$ cat src/rtl/varredura_display_pkg.sv
// Shared definitions for the multiplexed seven-segment scan controller:
// FSM state encoding and default timing values.
package varredura_display_pkg;

    typedef enum logic {
        APAGA = 1'b0,
        EXIBE = 1'b1
    } estado_t;

    localparam int N_DIG_PADRAO = 4;
    localparam int DIV_PADRAO   = 50000;
    localparam int SLOT_PADRAO  = 16;
    localparam int BLANK_PADRAO = 2;

endpackage

$ cat src/rtl/divisor_tick.sv
// Prescaler: emits a one-cycle tick every DIV clock cycles, first tick in
// cycle DIV after reset release.
module divisor_tick
    import varredura_display_pkg::*;
#(
    parameter int DIV = DIV_PADRAO
) (
    input  logic clock,
    input  logic reset,
    output logic tick
);

    localparam int W = (DIV > 1) ? $clog2(DIV) : 1;

    logic [W-1:0] cnt;

    assign tick = (cnt == W'(DIV - 1));

    always_ff @(posedge clock) begin
        if (reset) begin
            cnt <= '0;
        end else if (tick) begin
            cnt <= '0;
        end else begin
            cnt <= cnt + 1'b1;
        end
    end

endmodule

$ cat src/rtl/varredura_display.sv
// Scan controller: holds N_DIG BCD digits, sequences one-hot digit selects
// with a blanking guard per slot, and feeds one shared BCD decoder.
module varredura_display
    import varredura_display_pkg::*;
#(
    parameter int N_DIG = N_DIG_PADRAO,
    parameter int DIV   = DIV_PADRAO,
    parameter int SLOT  = SLOT_PADRAO,
    parameter int BLANK = BLANK_PADRAO
) (
    input  logic               clock,
    input  logic               reset,
    input  logic               carrega,
    input  logic [4*N_DIG-1:0] dados,
    input  logic               supr_zeros,
    output logic [3:0]         bcd,
    output logic               en_dec,
    output logic [N_DIG-1:0]   sel,
    output logic               quadro,
    output logic               pronto
);

    localparam int SW = $clog2(SLOT);
    localparam int IW = $clog2(N_DIG);

    estado_t            estado, estado_n;
    logic [SW-1:0]      slot, slot_n;
    logic [IW-1:0]      idx, idx_n;
    logic [4*N_DIG-1:0] exib, exib_n;
    logic [4*N_DIG-1:0] pend_val, pend_val_n;
    logic               pend, pend_n;
    logic               primo;
    logic               wrap;
    logic               tick;

    divisor_tick #(.DIV(DIV)) u_div (
        .clock (clock),
        .reset (reset),
        .tick  (tick)
    );

    function automatic logic [3:0] digito(input logic [4*N_DIG-1:0] d,
                                          input logic [IW-1:0] k);
        return 4'(d >> {k, 2'b00});
    endfunction

    // A digit is dark if the decoder cannot show it, or if it is a
    // suppressed leading zero (digit 0 always shows).
    function automatic logic visivel(input logic [4*N_DIG-1:0] d,
                                     input logic [IW-1:0] k,
                                     input logic sz);
        logic zeros_acima;
        logic [3:0] v;
        zeros_acima = 1'b1;
        for (int i = 0; i < N_DIG; i++) begin
            if (i >= int'(k) && d[4*i +: 4] != 4'd0) zeros_acima = 1'b0;
        end
        v = digito(d, k);
        return !((v > 4'd9) || (sz && (k != '0) && zeros_acima));
    endfunction

    always_comb begin
        estado_n   = estado;
        slot_n     = slot;
        idx_n      = idx;
        exib_n     = exib;
        pend_val_n = pend_val;
        pend_n     = pend;
        wrap       = 1'b0;
        if (tick) begin
            case (estado)
                APAGA: begin
                    slot_n = slot + 1'b1;
                    if (slot_n == SW'(BLANK)) estado_n = EXIBE;
                end
                EXIBE: begin
                    if (slot == SW'(SLOT - 1)) begin
                        slot_n   = '0;
                        estado_n = APAGA;
                        if (idx == IW'(N_DIG - 1)) begin
                            idx_n = '0;
                            wrap  = 1'b1;
                        end else begin
                            idx_n = idx + 1'b1;
                        end
                    end else begin
                        slot_n = slot + 1'b1;
                    end
                end
                default: estado_n = APAGA;
            endcase
        end
        // Display only changes between frames; a same-cycle load stays pending.
        if (wrap && pend) begin
            exib_n = pend_val;
            pend_n = 1'b0;
        end
        if (carrega) begin
            pend_val_n = dados;
            pend_n     = 1'b1;
        end
    end

    always_ff @(posedge clock) begin
        if (reset) begin
            estado   <= APAGA;
            slot     <= '0;
            idx      <= '0;
            exib     <= '0;
            pend_val <= '0;
            pend     <= 1'b0;
            primo    <= 1'b1;
            sel      <= '0;
            bcd      <= '0;
            en_dec   <= 1'b0;
            quadro   <= 1'b0;
        end else begin
            estado   <= estado_n;
            slot     <= slot_n;
            idx      <= idx_n;
            exib     <= exib_n;
            pend_val <= pend_val_n;
            pend     <= pend_n;
            primo    <= 1'b0;
            quadro   <= wrap | primo;
            // Outputs follow the next state so they move one cycle after the tick.
            if (estado_n == EXIBE) begin
                sel    <= N_DIG'(1) << idx_n;
                bcd    <= digito(exib_n, idx_n);
                en_dec <= visivel(exib_n, idx_n, supr_zeros);
            end else begin
                sel    <= '0;
                bcd    <= '0;
                en_dec <= 1'b0;
            end
        end
    end

    assign pronto = ~pend;

endmodule

$ cat config.mk
export PLATFORM = sky130hd
export DESIGN_NAME = varredura_display
export DESIGN_NICKNAME = d
export VERILOG_FILES = /design/src/rtl/varredura_display_pkg.sv /design/src/rtl/divisor_tick.sv /design/src/rtl/varredura_display.sv
export SDC_FILE = /design/constraint.sdc
export NUM_CORES = 1
export LEC_CHECK = 0
export BUFFER_PORTS_ARGS = -buffer_cell sky130_fd_sc_hd__buf_2
export CELL_PAD_IN_SITES_DETAIL_PLACEMENT = 0
export CELL_PAD_IN_SITES_GLOBAL_PLACEMENT = 2
export CORE_UTILIZATION = 36
export DETAILED_ROUTE_END_ITERATION = 10
export GPL_TIMING_DRIVEN = 0
export HOLD_SLACK_MARGIN = 0.06
export PLACE_DENSITY = 0.8
export SYNTH_ARGS = -nofsm -noshare
export SYNTH_HDL_FRONTEND = slang
export SYNTH_SLANG_ARGS = --single-unit
$ cat constraint.sdc
create_clock -name clock -period 3.5 [get_ports clock]
set_clock_uncertainty 0.2 [all_clocks]
set_input_delay 0.175 -clock clock [delete_from_list [all_inputs] [get_ports clock]]
set_output_delay 0.175 -clock clock [all_outputs]
set_load 0.02 [all_outputs]
==> results of run 1 <==
==> power groups by stage <==
stage	combinational [mW]	sequential (mW)	clock, mW
final	0.0714	0.787	0.529
after global routing	0.0803	0.788	0.596
after CTS	0.0732	0.787	0.551
after detailed placement	0.0579	0.804	0
after global placement	0.0565	0.804	0
after floorplan	0.0355	0.802	0
==> per-stage QoR <==
step / util (%) / cell area (µm²) / hold WS (ps)
floorplan: - / 2650 / 2.72
global placement: 42.0 / 2920 / 110
detailed placement: 42.0 / 2920 / 114
CTS: 46.9 / 3260 / 179
global route: 47.0 / 3260 / 201
finish: 47.0 / 3260 / 199
==> layer usage <==
metal	vias up	wire [µm]	GRT usage, %
met5	-	0	0
met1	899	2570	19.3
met3	5	184	5.66
li1	1028	-	-
met4	0	55	5.37
met2	31	2310	22.9
==> cells in the mapped netlist <==
library cell and number:
nand2b_1 1, a2111oi_0 1, or2_1 1, a31oi_1 1, nand4_1 2, and4bb_1 1, o21a_1 1, nor3_1 3
ha_1 4, nor4b_2 1, mux2_2 3, mux2i_1 41, and3_1 6, and4_1 1, a21oi_1 7, nand3_1 10
o21ai_0 2, inv_1 5, nor2b_1 4, and2_1 3, buf_6 2, buf_2 1, or3_1 3, xnor2_1 8
and4bb_2 1, a211oi_1 1, dfxtp_1 67, clkbuf_1 10, nor2_1 64, a41oi_1 1, nand2_1 8, xor2_1 8
==> path summary, 6_finish.rpt <==
check | slack (ps) | startpoint | end | cells past startpoint
setup reg to reg | 230 | slot[0] | en_dec | 8
hold reg to reg | 240 | u_div.cnt[0] | u_div.cnt[0] | 1
setup / recovery | 230 | slot[0] | en_dec | 8
hold / removal | 200 | carrega | pend_val[3] | 3
==> layout make-up <==
cell class                      instances  area, µm²  area share, %
Inverter                                5       18.8          0.575
Tap cell                               96        120           3.68
Sequential cell                        67       1340           41.1
Timing Repair Buffer                   47        325           9.97
Clock inverter                          3       15.0          0.460
Multi-Input combinational cell        187       1230           37.7
Clock buffer                           12        145           4.45
Buffer                                 13       65.1           1.99
==> critical path: stages, from the launching register on <==
cell and delay, ps:
dfxtp_1 410, ha_1 230, and4_1 280, nor2b_1 420, mux2i_1 540, clkbuf_1 430, mux2_2 420, o21a_1 110
nor3_1 140
==> registers in the layout, summed over array words and instances, names as in the netlist <==
signal     count
en_dec         1
exib          16
pend_val      16
idx            2
estado         1
slot           4
sel            4
u_div.cnt     16
primo          1
quadro         1
pend           1
bcd            4
==> kinds of logic after synthesis <==
kind of cell,after synthesis,share of synthesized area (%)
and+or+nand+nor,109,19.2
adders and majority gates,4,1.89
muxes,44,16.7
AOI/OAI and AO/OA,14,3.16
DFF,67,50.6
buffers and inverters,18,3.16
xor gates and xnor gates,16,5.28
==> timing repair <==
item / in CTS / in global routing
endpoints found under the setup margin: 0 / 1
hold buffers: 18 / 0
resized for setup: 0 / 1
setup buffers: 0 / 0
hold endpoints to repair: 18 / 0
==> metrics.yaml, run 1 <==
final_layout:
  final_common_cell: "dfxtp_1"
  nets: 354
  area_growth_pct: 23.0
  stdcell_count: 430
  layout_common_cells: "dfxtp_1 (67), nor2_1 (64), mux2i_1 (40)"
  antenna_cells: 0
  drive_gt1_share_pct: 15.3
  nFillCells: 705
place:
  dpl.hpwl_um: 3680
  place_inst: 397
  io_buffers: 29
  gp_congestion: 0.731
  dpl_worst_slack_ps: 201
synth:
  syn_inst: 272
  synth_top_area_share_pct: 50.6
  synth-seq-cells: 67
  yosysSeqAreaShare_pct: 50.6
  synth.net_count: 296
  synth_area_leaders: "dfxtp_1 (51%), mux2i_1 (15%), nor2_1 (9.1%)"
  yosys.area.top_type: "dfxtp_1"
  synth_area_um2: 2650
  ys_warn_count: 0
  postSynthAreaPerCell_um2: 9.75
  synth_cell_types: 32
setup_path:
  start_kind: "flop"
  end_kind: "flop"
  critPathKind: "reg -> reg"
  cp_max_fo: 10
  crit_required_ps: 3550
  arrival_ps: 3320
power:
  share_comb_of_total_power_pct: 5.1
  power_density_nw_per_um2: 425
  power_mw: 1.39
  switchingPower_mw: 0.301
  ir_drop_mv: 0.280
  switching_share_pct: 21.7
  intPower_mw: 1.09
  seqPwrFrac_pct: 56.7
  leakage_nw: 1.51
  p_clk_share_pct: 38.1
floorplan:
  initial_utilization_pct: 38.2
  fp.dieH_um: 87.8
  io_pins: 31
  die_w_um: 87.8
  die-area_um2: 7720
  num_rows: 30
  placeableCoreArea_um2: 6940
cts:
  cts.sinks: 67
  cts_made_buffers: 9
  cts-root-buf: "clkbuf_8"
  worstSkewPairLatency_ps: 330
  clk_path_buf_depth: 2
  cts_tree: "yes"
  cts.clk_slew.worst_paths_ps: 70
  htree_levels: 3
timing:
  period_share_pct: 93.3
  tightest_slew_ps: 793
  slew_viol_final: 0
  fin_ws_ps: 234
  setup_viol: 0
  max_freq_ghz: 0.306
  fin_setup_tns_ps: 0
  rsz0062_at_grt: "false"
  hold_violations: 0
  fin_crit_ps: 3270
  max-slew-margin-rel_pct: 47.1
global_routing:
  grt_use_total_pct: 15.0
  grt_overflow: 0
  grt_pass1_wl_um: 8590
  grt_pass1_vias: 1818
  grt_max_degree: 11
  antenna_found_initial: 0
drt:
  first_pass_iters: 4
  ant_nets: 0
  wl_per_cell_um: 11.9
  drt_iter0_drc: 86
  drt_wl_total_um: 5120
  viasPerCell: 4.57
  vias: 1963
  remaining_drc_errors: 0
run:
  cap_viol_max_count: 0
worst_hold_path:
  hp-class: "in -> reg"
outcome:
  status: "completed"
Power figures use the tool's default switching activity.
==> run 2, diff against run 1 <==
--- a/config.mk
+++ b/config.mk
@@ -8,11 +8,13 @@
 export BUFFER_PORTS_ARGS = -buffer_cell sky130_fd_sc_hd__buf_2
 export CELL_PAD_IN_SITES_DETAIL_PLACEMENT = 0
 export CELL_PAD_IN_SITES_GLOBAL_PLACEMENT = 2
+export CORE_MARGIN = 2
 export CORE_UTILIZATION = 36
 export DETAILED_ROUTE_END_ITERATION = 10
 export GPL_TIMING_DRIVEN = 0
 export HOLD_SLACK_MARGIN = 0.06
 export PLACE_DENSITY = 0.8
+export RECOVER_POWER = 25
 export SYNTH_ARGS = -nofsm -noshare
 export SYNTH_HDL_FRONTEND = slang
 export SYNTH_SLANG_ARGS = --single-unit
==> run 2 against run 1 <==
Effect of this change:
- sequential power barely moved
- hold slack lost 21 ps
- global-route usage is 0.34 points lower
- combinational power is 2% lower
- non-clock buffer count unchanged
- utilization is 0.66 points lower
- largest cell class unchanged
- sequential share of layout area down 0.76 points
- critical endpoint unchanged
==> metrics.yaml, run 2 (synthesis gave the netlist of run 1 again) <==
global_routing:
  antenna_found_initial: 0
  grt_pass1_vias: 1976
  grt_pass1_wl_um: 9410
  grt_overflow: 0
  grt_max_degree: 12
  grt_use_total_pct: 14.6
cts:
  cts_made_buffers: 9
  cts-root-buf: "clkbuf_8"
  cts.sinks: 67
  postCtsSetupRepairBufs: 0
  htree_levels: 3
  clk_path_buf_depth: 2
  worstSkewPairLatency_ps: 330
  cts.clk_slew.worst_paths_ps: 70
  cts_tree: "yes"
place:
  dpl.hpwl_um: 3810
  dpl_cell_area_um2: 2920
  gp_congestion: 0.759
  io_buffers: 29
  dpl_worst_slack_ps: 156
floorplan:
  placeableCoreArea_um2: 7180
  die-area_um2: 8070
  fp.dieH_um: 89.8
  io_pins: 31
  die_w_um: 89.8
  initial_utilization_pct: 37.0
  num_rows: 31
final_layout:
  final_common_cell: "dfxtp_1"
  layout_common_cells: "dfxtp_1 (67), nor2_1 (64), mux2i_1 (39)"
  nets: 354
  drive_gt1_share_pct: 12.8
  stdcell_area_um2: 3320
  largestRegisters: "exib (16), pend_val (16), u_div.cnt (16)"
  antenna_cells: 0
  area_growth_pct: 25.3
timing:
  setup_viol: 0
  max-slew-margin-rel_pct: 48.9
  hold_violations: 0
  slew_viol_final: 0
  fin_ws_ps: 278
  fin_crit_ps: 3220
  max_freq_ghz: 0.310
  tightest_slew_ps: 767
  fin_setup_tns_ps: 0
  rsz0062_at_grt: "false"
  period_share_pct: 92.1
run:
  cap_viol_max_count: 0
setup_path:
  start_kind: "flop"
  end_kind: "flop"
  critPathKind: "reg -> reg"
  cp_max_fo: 10
  arrival_ps: 3280
  crit_required_ps: 3560
drt:
  wl_per_cell_um: 12.2
  drt_iter0_drc: 64
  remaining_drc_errors: 0
  first_pass_iters: 4
  vias: 1970
  ant_nets: 0
  drt_wl_total_um: 5320
  viasPerCell: 4.54
outcome:
  status: "completed"
power:
  power_mw: 1.57
  ir_drop_mv: 0.318
  power_density_nw_per_um2: 472
  leakage_nw: 1.49
worst_hold_path:
  hp-class: "in -> reg"
## run 2: per-layer routing
metal | track usage (%) | vias to the layer above | part of all wire [%]
met2 | 23.4 | 28 | 46
li1 | - | 1030 | -
met5 | 0 | - | 0
met4 | 7.05 | 0 | 2.5
met3 | 4.36 | 11 | 3.2
met1 | 18.2 | 901 | 48
## run 2: area by class of cell
| cell class | count | area, µm² |
|---|---|---|
| repair buffers | 47 | 310 |
| flip-flops and latches | 67 | 1340 |
| clock inverters | 4 | 72.6 |
| clock buffers | 12 | 155 |
| well taps | 99 | 124 |
| multi-input cells | 187 | 1230 |
| inverters | 5 | 18.8 |
| plain buffers | 13 | 66.3 |
| fillers | 724 | 3850 |
## run 2: worst paths after layout
path | startpoint | slack [ps] | endpoint | cells past startpoint
min reg2reg | primo | 240 | quadro | 2
max | u_div.cnt[0] | 280 | en_dec | 9
max reg2reg | u_div.cnt[0] | 280 | en_dec | 9
min | carrega | 180 | pend_val[3] | 3
## run 2: through the flow
step,cells,util (%),hold WS [ps]
2_1_floorplan,272,-,2.72
4_1_cts,434,46.4,168
3_3_place_gp,400,40.7,109
3_5_place_dp,400,40.7,108
6_report,434,46.3,178
5_1_grt,434,46.3,202
## run 2: repair_timing
| action | CTS | global route |
|---|---|---|
| hold buffers | 18 | 0 |
| hold endpoints to repair | 18 | 0 |
| gates resized for setup | 0 | 5 |
| endpoints found under the setup margin | 0 | 1 |
## run 2: power breakdown
| group | internal [mW] | switching [mW] |
|---|---|---|
| Combinational | 0.0373 | 0.0329 |
| Clock | 0.439 | 0.273 |
| Sequential | 0.778 | 0.00885 |
## run 2: worst max-delay path: stages (launching register included)
cell and delay [ps]:
dfxtp_1 350, ha_1 180, and3_1 270, nand4_1 140, nor2b_1 430, mux2i_2 460
buf_1 440, mux2_2 420, o21a_1 110, nor3_1 140
